[config.mk]
export PLATFORM = sky130hd
export DESIGN_NAME = flit_out_arb_flat
export DESIGN_NICKNAME = d
export VERILOG_FILES = /design/src/rtl/flit_out_arb_if.sv /design/src/rtl/flit_out_arb.sv /design/src/flat_wrapper.sv
export SDC_FILE = /design/constraint.sdc
export NUM_CORES = 1
export LEC_CHECK = 0
export ABC_CLOCK_PERIOD_IN_PS = 6050
export CAP_MARGIN = 20
export CORE_MARGIN = 2
export CORE_UTILIZATION = 30
export DETAILED_ROUTE_END_ITERATION = 8
export GPL_TIMING_DRIVEN = 0
export PLACE_DENSITY = 0.73
export SKIP_LAST_GASP = 1
export SYNTH_ARGS = -nofsm -noshare
export SYNTH_HDL_FRONTEND = slang
export SYNTH_SLANG_ARGS = --single-unit
export TNS_END_PERCENT = 30
[constraint.sdc]
create_clock -name clk -period 6.05 [get_ports clk]
set_input_delay 1.21 -clock clk [delete_from_list [all_inputs] [get_ports clk]]
set_output_delay 1.21 -clock clk [all_outputs]
set_load 0.02 [all_outputs]
[src/rtl/flit_out_arb_if.sv]
// Flit link bundle between local requesters and the output arbiter.
// master: requester/credit side; slave: arbiter side.
interface flit_out_arb_if #(
  parameter int N  = 4,
  parameter int B  = 4,
  parameter int FW = 59
);
  logic [N-1:0]    req_vld;
  logic [N*FW-1:0] req_flit;
  logic [N-1:0]    req_ack;
  logic [FW-1:0]   flit_out;
  logic            flit_out_wr;
  logic            credit_in;
  logic [B:0]      credit_cnt;
  logic            locked;
  logic            credit_err;

  modport master (
    output req_vld, req_flit, credit_in,
    input  req_ack, flit_out, flit_out_wr,
    input  credit_cnt, locked, credit_err
  );

  modport slave (
    input  req_vld, req_flit, credit_in,
    output req_ack, flit_out, flit_out_wr,
    output credit_cnt, locked, credit_err
  );
endinterface

[src/rtl/flit_out_arb.sv]
// Credit-based round-robin arbiter for one outgoing flit link.
// Ports: clk, rst_n, bus (slave: req_vld/req_flit/req_ack, flit_out/_wr, credits, lock).
module flit_out_arb #(
  parameter int N   = 4,
  parameter int B   = 4,
  parameter int FW  = 59,
  parameter int FTW = 3
) (
  input  logic           clk,
  input  logic           rst_n,
  flit_out_arb_if.slave  bus
);

  localparam int IW = (N > 1) ? $clog2(N) : 1;
  localparam logic [B:0] MAXC = (B+1)'(1 << B);
  localparam logic [FTW-1:0] T_DATA = FTW'(1);

  typedef enum logic {UNLOCKED, LOCKED} state_t;

  state_t          state, state_n;
  logic [IW-1:0]   owner, owner_n;
  logic [IW-1:0]   ptr, ptr_n;
  logic [B:0]      cnt;
  logic            err;
  logic [FW-1:0]   fo;
  logic            fo_wr;

  logic [N-1:0]    elig;
  logic            pick_vld;
  logic [IW-1:0]   pick;
  logic [IW-1:0]   j;
  logic            grant;
  logic [FW-1:0]   gflit;
  logic            is_data;

  function automatic logic [IW-1:0] inc(input logic [IW-1:0] g);
    return (32'(g) == N-1) ? '0 : g + IW'(1);
  endfunction

  always_comb begin
    elig = bus.req_vld;
    if (state == LOCKED)
      elig = bus.req_vld & (N'(1) << owner);
  end

  // Scan from lowest priority to highest so the
  // first eligible slot after ptr wins last.
  always_comb begin
    pick_vld = 1'b0;
    pick     = '0;
    j        = '0;
    for (int k = N-1; k >= 0; k--) begin
      j = IW'((32'(ptr) + k) % N);
      if (elig[j]) begin
        pick_vld = 1'b1;
        pick     = j;
      end
    end
  end

  assign grant   = rst_n && pick_vld && (cnt != '0);
  assign gflit   = bus.req_flit[pick*FW +: FW];
  assign is_data = gflit[FW-1 -: FTW] == T_DATA;

  assign bus.req_ack = grant ? (N'(1) << pick) : '0;

  always_comb begin
    state_n = state;
    owner_n = owner;
    ptr_n   = ptr;
    if (grant) begin
      unique case (state)
        UNLOCKED: begin
          if (is_data) begin
            state_n = LOCKED;
            owner_n = pick;
          end else begin
            ptr_n = inc(pick);
          end
        end
        LOCKED: begin
          if (!is_data) begin
            state_n = UNLOCKED;
            ptr_n   = inc(owner);
          end
        end
        default: state_n = UNLOCKED;
      endcase
    end
  end

  always_ff @(posedge clk or negedge rst_n) begin
    if (!rst_n) begin
      state <= UNLOCKED;
      owner <= '0;
      ptr   <= '0;
    end else begin
      state <= state_n;
      owner <= owner_n;
      ptr   <= ptr_n;
    end
  end

  always_ff @(posedge clk or negedge rst_n) begin
    if (!rst_n) begin
      cnt <= MAXC;
      err <= 1'b0;
    end else begin
      unique case ({grant, bus.credit_in})
        2'b10: cnt <= cnt - 1'b1;
        2'b01: begin
          if (cnt == MAXC) err <= 1'b1;
          else             cnt <= cnt + 1'b1;
        end
        default: cnt <= cnt;
      endcase
    end
  end

  always_ff @(posedge clk or negedge rst_n) begin
    if (!rst_n) begin
      fo    <= '0;
      fo_wr <= 1'b0;
    end else begin
      fo_wr <= grant;
      if (grant) fo <= gflit;
    end
  end

  assign bus.flit_out    = fo;
  assign bus.flit_out_wr = fo_wr;
  assign bus.credit_cnt  = cnt;
  assign bus.locked      = (state == LOCKED);
  assign bus.credit_err  = err;

endmodule
[src/flat_wrapper.sv]
// flat-port wrapper written by rule: the top's interface ports become plain ports
module flit_out_arb_flat 
#(
  parameter int N   = 4,
  parameter int B   = 4,
  parameter int FW  = 59,
  parameter int FTW = 3
)
  (clk, rst_n, bus_req_vld, bus_req_flit, bus_credit_in, bus_req_ack, bus_flit_out, bus_flit_out_wr, bus_credit_cnt, bus_locked, bus_credit_err);
  flit_out_arb_if #(.N(N), .B(B), .FW(FW)) bus_i ();
  input  logic clk;
  input  logic rst_n;
  input wire logic [$bits(bus_i.req_vld)-1:0] bus_req_vld;
  input wire logic [$bits(bus_i.req_flit)-1:0] bus_req_flit;
  input wire logic [$bits(bus_i.credit_in)-1:0] bus_credit_in;
  output wire logic [$bits(bus_i.req_ack)-1:0] bus_req_ack;
  output wire logic [$bits(bus_i.flit_out)-1:0] bus_flit_out;
  output wire logic [$bits(bus_i.flit_out_wr)-1:0] bus_flit_out_wr;
  output wire logic [$bits(bus_i.credit_cnt)-1:0] bus_credit_cnt;
  output wire logic [$bits(bus_i.locked)-1:0] bus_locked;
  output wire logic [$bits(bus_i.credit_err)-1:0] bus_credit_err;
  assign bus_i.req_vld = bus_req_vld;
  assign bus_i.req_flit = bus_req_flit;
  assign bus_i.credit_in = bus_credit_in;
  assign bus_req_ack = bus_i.req_ack;
  assign bus_flit_out = bus_i.flit_out;
  assign bus_flit_out_wr = bus_i.flit_out_wr;
  assign bus_credit_cnt = bus_i.credit_cnt;
  assign bus_locked = bus_i.locked;
  assign bus_credit_err = bus_i.credit_err;
  flit_out_arb #(.N(N), .B(B), .FW(FW), .FTW(FTW)) u_core (.clk(clk), .rst_n(rst_n), .bus(bus_i));
endmodule
Word level (Yosys, flattened, before mapping)
Cells that the tools add are included.
Cells by class
  add/sub/neg operators: 7
  $mul: 1
  magnitude comparators: 4
  eq/ne operators: 9
  shifts and indexed selects: 3
  mux-type cells: 26
  bitwise gates (word level): 2
  reduce and logical (&&, ||, !) cells: 8
Operator list (number)
  236-bit by 9-bit variable part select with 59-bit output: 1
  2-bit 2-to-1 mux: 8
  2-bit by 3-bit less-than comparator with 1-bit output (second input constant): 4
  5-bit case mux with 2 select lines: 1
  1-bit 2-to-1 mux: 9
  1-bit binary-select mux with 2-bit select: 4
  2-bit by 6-bit multiplier with 8-bit output (second input constant): 1
  4-bit 2-to-1 mux: 2
  1-bit by 2-bit left shift with 4-bit output (first input constant): 2
  2-bit by 1-bit adder with 2-bit output (second input constant): 3
  2-bit equality test (second input constant): 3
  2-bit inequality test (second input constant): 3
  3-bit AND reduction: 2
  5-bit by 1-bit adder with 5-bit output (second input constant): 1
  5-bit equality test (second input constant): 1
  5-bit 2-to-1 mux: 1
  5-bit nonzero test: 1
  5-bit by 1-bit subtractor with 5-bit output (second input constant): 1
  2-bit adder (second input constant): 2
  4-bit AND: 1
  2-bit case mux with 2 select lines: 1
  2-bit AND reduction: 2
  3-bit by 1-bit equality test with 1-bit output (second input constant): 1
  2-bit by 1-bit equality test with 1-bit output (second input constant): 1
  3 further kinds: 4
Storage, ports and cells
  flip-flop bits (word level): 71
  output and inout port bits: 71
  logic and storage cells: 67

Longest topological paths before layout
  depth in word-level cells: 14
  depth in mapped cells: 13
  mapped depth without buffers: 11

Least setup slack after synthesis
Ideal clock, no wire load.
  kind: input -> output
  from: in bus_req_vld[3]
  to: out bus_req_ack[0]
  arrival: 2.679 ns
  path slack: 2.161 ns
  cell stages on the path: 7
  buffers on the path: 1
  path through: a21boi_0 > a32oi_1 > o32ai_4 > inv_4 > buf_2 > ha_1 > and2_1
Between the ends
  elaborated cells on any way between the ends: 22
RTL lines
  start: declaration: RTL line flat_wrapper.sv:13  | input wire logic [$bits(bus_i.req_vld)-1:0] bus_req_vld;
  4-bit AND: RTL line flit_out_arb.sv:43  | elig = bus.req_vld & (N'(1) << owner);
  4-bit 2-to-1 mux *: RTL line flit_out_arb.sv:42  | if (state == LOCKED)
  1-bit binary-select mux with 2-bit select: RTL line flit_out_arb.sv:54  | if (elig[j]) begin
  1-bit 2-to-1 mux (not written as such): RTL line flit_out_arb.sv:54
  2-bit 2-to-1 mux (3 in series): RTL line flit_out_arb.sv:54
  2-bit 2-to-1 mux *: RTL line flit_out_arb.sv:54
  net u_core.pick[0]: RTL line flit_out_arb.sv:30  | logic [IW-1:0] pick;
  1-bit by 2-bit left shift with 4-bit output *: RTL line flit_out_arb.sv:65  | assign bus.req_ack = grant ? (N'(1) << pick) : '0;
  4-bit 2-to-1 mux *: RTL line flit_out_arb.sv:65
  end: declaration: RTL line flat_wrapper.sv:16  | output wire logic [$bits(bus_i.req_ack)-1:0] bus_req_ack;
The timed path passes the listed nets; every way through them passes the cells marked *. The select of a mux whose other input is x is not followed.

Final worst setup path
Ends and elaborated chain as after synthesis.

==> flow_summary.ini <==
[yosys]
synth-simple-area-share_pct = 8.29
synth_compound_area_share_pct = 10.0
synth_area_leaders = dfrtp_1, mux2i_1, mux2_2
synth_top_area_cell = dfrtp_1
muxShareOfSynthArea_pct = 37.8
ys_seq_area_share_pct = 34.3
synth_top_area_share_pct = 33.8
ys.flop_type = dfrtp_1
yosysWarnings = 0
synthXorXnorAreaFrac_pct = 0.676
async_flop_share_pct = 100
synth_edf_count = 0
synth-adder-area-share_pct = 3.04
synth_top_family_by_area = multiplexers
synth_cells = 497
synth_area_per_cell_sq_um = 10.4
yosys_register_bits = 71
synth_cell_type_count = 46
synth_area_sq_um = 5180
syn-num-nets = 752

[sta]
fin_skew_ns = 0.00820
hold_ws_ns = 0.475
drv_slew = 0
setup_violations = 0
fin_tns_setup_ns = 0
rsz0062_at_grt = no
tightest_slew_ns = 0.559
fin_crit_sh_pct = 87.7
clock.fmax_mhz = 188
finalHoldViolCount = 0
fin_crit_ns = 5.31
slew-limit-headroom_pct = 62.7

[global_routing]
grt_util_all_layers_pct = 19.7
grt_pass1_wl_microns = 27600
antenna_found_initial = 0
grt_pass1_vias = 5179
grt_max_degree = 38
overflow = 0

[clock_network]
post_cts_buffers = 0
tritoncts = built
path_clk_slew_ns = 0.06
htree_levels = 3
ctsResizeCount = 0
clk_latency_ns = 0.33
root_buffer = clkbuf_16
numCtsBuffers = 9
ctsHoldBuffers = 0
cts_num_sinks = 71
cts.path.max_buffers = 2

[min_path]
min_from = u_core.bus.flit_out[8]$_DFFE_PN0P_
hp-class = register to register

[drt]
num_vias = 4973
drc = 0
drtIter0Drc = 137
wl_per_cell_microns = 17.1
ant_nets = 0
routed_wirelength_microns = 17900
first_pass_iters = 6
avgViaCountPerCell = 4.73

[pwr]
leakagePower_nw = 3.83
power.density_nw_per_um2 = 478
peakVddDrop_uv = 233

[worst_setup_path]
reg2reg_from = u_core.owner[1]$_DFFE_PN0P_
start_kind = input port
critPathRequiredTime_ns = 4.84
endpoint_kind = output port
worst-path-max-fanout = 11
worstPathArrival_ns = 4.10
path_class = input port to output port
cp-startpoint = bus_req_vld[3]

[status]
status = finished clean

[cells_and_area]
n_antenna_cell = 0
area_growth_syn_to_layout_pct = 73.2
drive_above_1_share_pct = 13.5
regArea_sq_um = 1780
post-route-util_pct = 52.4
final_common_cell = clkdlybuf4s50_1
fin_nets = 1077
multiInputGateArea_sq_um = 3100
final_cell_mix = clkdlybuf4s50_1, mux2i_1, dfrtp_1
fillers = 1578

[floorplanning]
dieArea_sq_um = 18300
ios = 314
rows = 48
initial_core_util_pct = 30.3
die_h_microns = 135
core_area_sq_um = 17100
die_x_microns = 135

[placement]
gp_congestion = 0.805
io_buffer_count = 313
dp_hpwl_microns = 14600

[run]
drv_cap = 0
==> metrics by stage <==
| stage | std cells | area (sq um) | setup slack (ns) | total power, mW |
|---|---|---|---|---|
| global placement | 1035 | 8590 | -1.06 | 3.65 |
| finish | 1052 | 8970 | 0.744 | 4.29 |
| detailed placement | 1036 | 8610 | 0.779 | 3.69 |
| global route | 1052 | 8970 | 0.602 | 4.58 |
| CTS | 1052 | 8970 | 0.756 | 4.35 |
| floorplan | 497 | 5180 | 2.16 | 2.65 |
==> area by class of cell <==
type / count / area share, %
Timing Repair Buffer: 314 / 35.1
Multi-Input combinational cell: 383 / 34.5
Sequential cell: 71 / 19.8
Tap cell: 225 / 3.14
Buffer: 35 / 3.01
Clock buffer: 10 / 2.55
Clock inverter: 6 / 1.48
Inverter: 8 / 0.363
==> synth_stat cells, drive strengths merged (4+ instances only) <==
master,number
clkbuf,12
buf,23
nor2,10
ha,11
mux2i,122
mux2,62
inv,8
dfrtp,70
a21oi,5
and2,6
nand2b,4
o21ai,61
nand2,68
==> sequential cells by signal (all words and copies together), names as in the netlist <==
name                    count
u_core.bus.flit_out_wr      1
u_core.bus.locked           1
u_core.bus.credit_err       1
u_core.owner                2
u_core.bus.flit_out        59
u_core.bus.credit_cnt       5
u_core.ptr                  2
==> cell families after synthesis <==
group | count (synthesis)
flip-flops | 71
XOR/XNOR | 4
adder cells (fa/ha/maj) | 12
buffers and inverters | 43
AND/OR/NAND/NOR | 98
AO/OA/AOI/OAI | 85
multiplexers | 184
==> worst max-delay path, stage by stage <==
cell and delay (ns):
clkdlybuf4s50_1 0.51, a21boi_0 0.34, a32oi_1 0.20, o32ai_4 0.53
inv_4 0.12, buf_2 0.27, ha_1 0.22, and2_1 0.13
clkdlybuf4s50_1 0.55
==> layer usage <==
layer,global-route usage [%],part of all wire (%)
met1,23.6,41
met2,34.9,51
met3,4.86,7.0
met4,5.67,1.6
met5,0,0
==> path summary, 6_finish.rpt <==
kind	endpoint	slack, ns	cells past startpoint
max	bus_req_ack[0]	0.74	9
min reg2reg	u_core.bus.flit_out[8]$_DFFE_PN0P_	0.47	2
min	u_core.bus.flit_out[8]$_DFFE_PN0P_	0.47	2
max in group asynchronous	u_core.bus.flit_out[29]$_DFFE_PN0P_	4.64	2
min in group asynchronous	u_core.bus.flit_out[58]$_DFFE_PN0P_	0.84	1
max reg2reg	u_core.bus.credit_cnt[4]$_DFFE_PN1P_	2.49	12
==> report_power, final <==
group          total [mW]  switching, mW  internal, mW
clock               0.648          0.204         0.444
combinational        2.78           1.34          1.44
sequential          0.867          0.153         0.714
total                4.29           1.70          2.59
No activity file was read; power rests on OpenSTA's default activity.
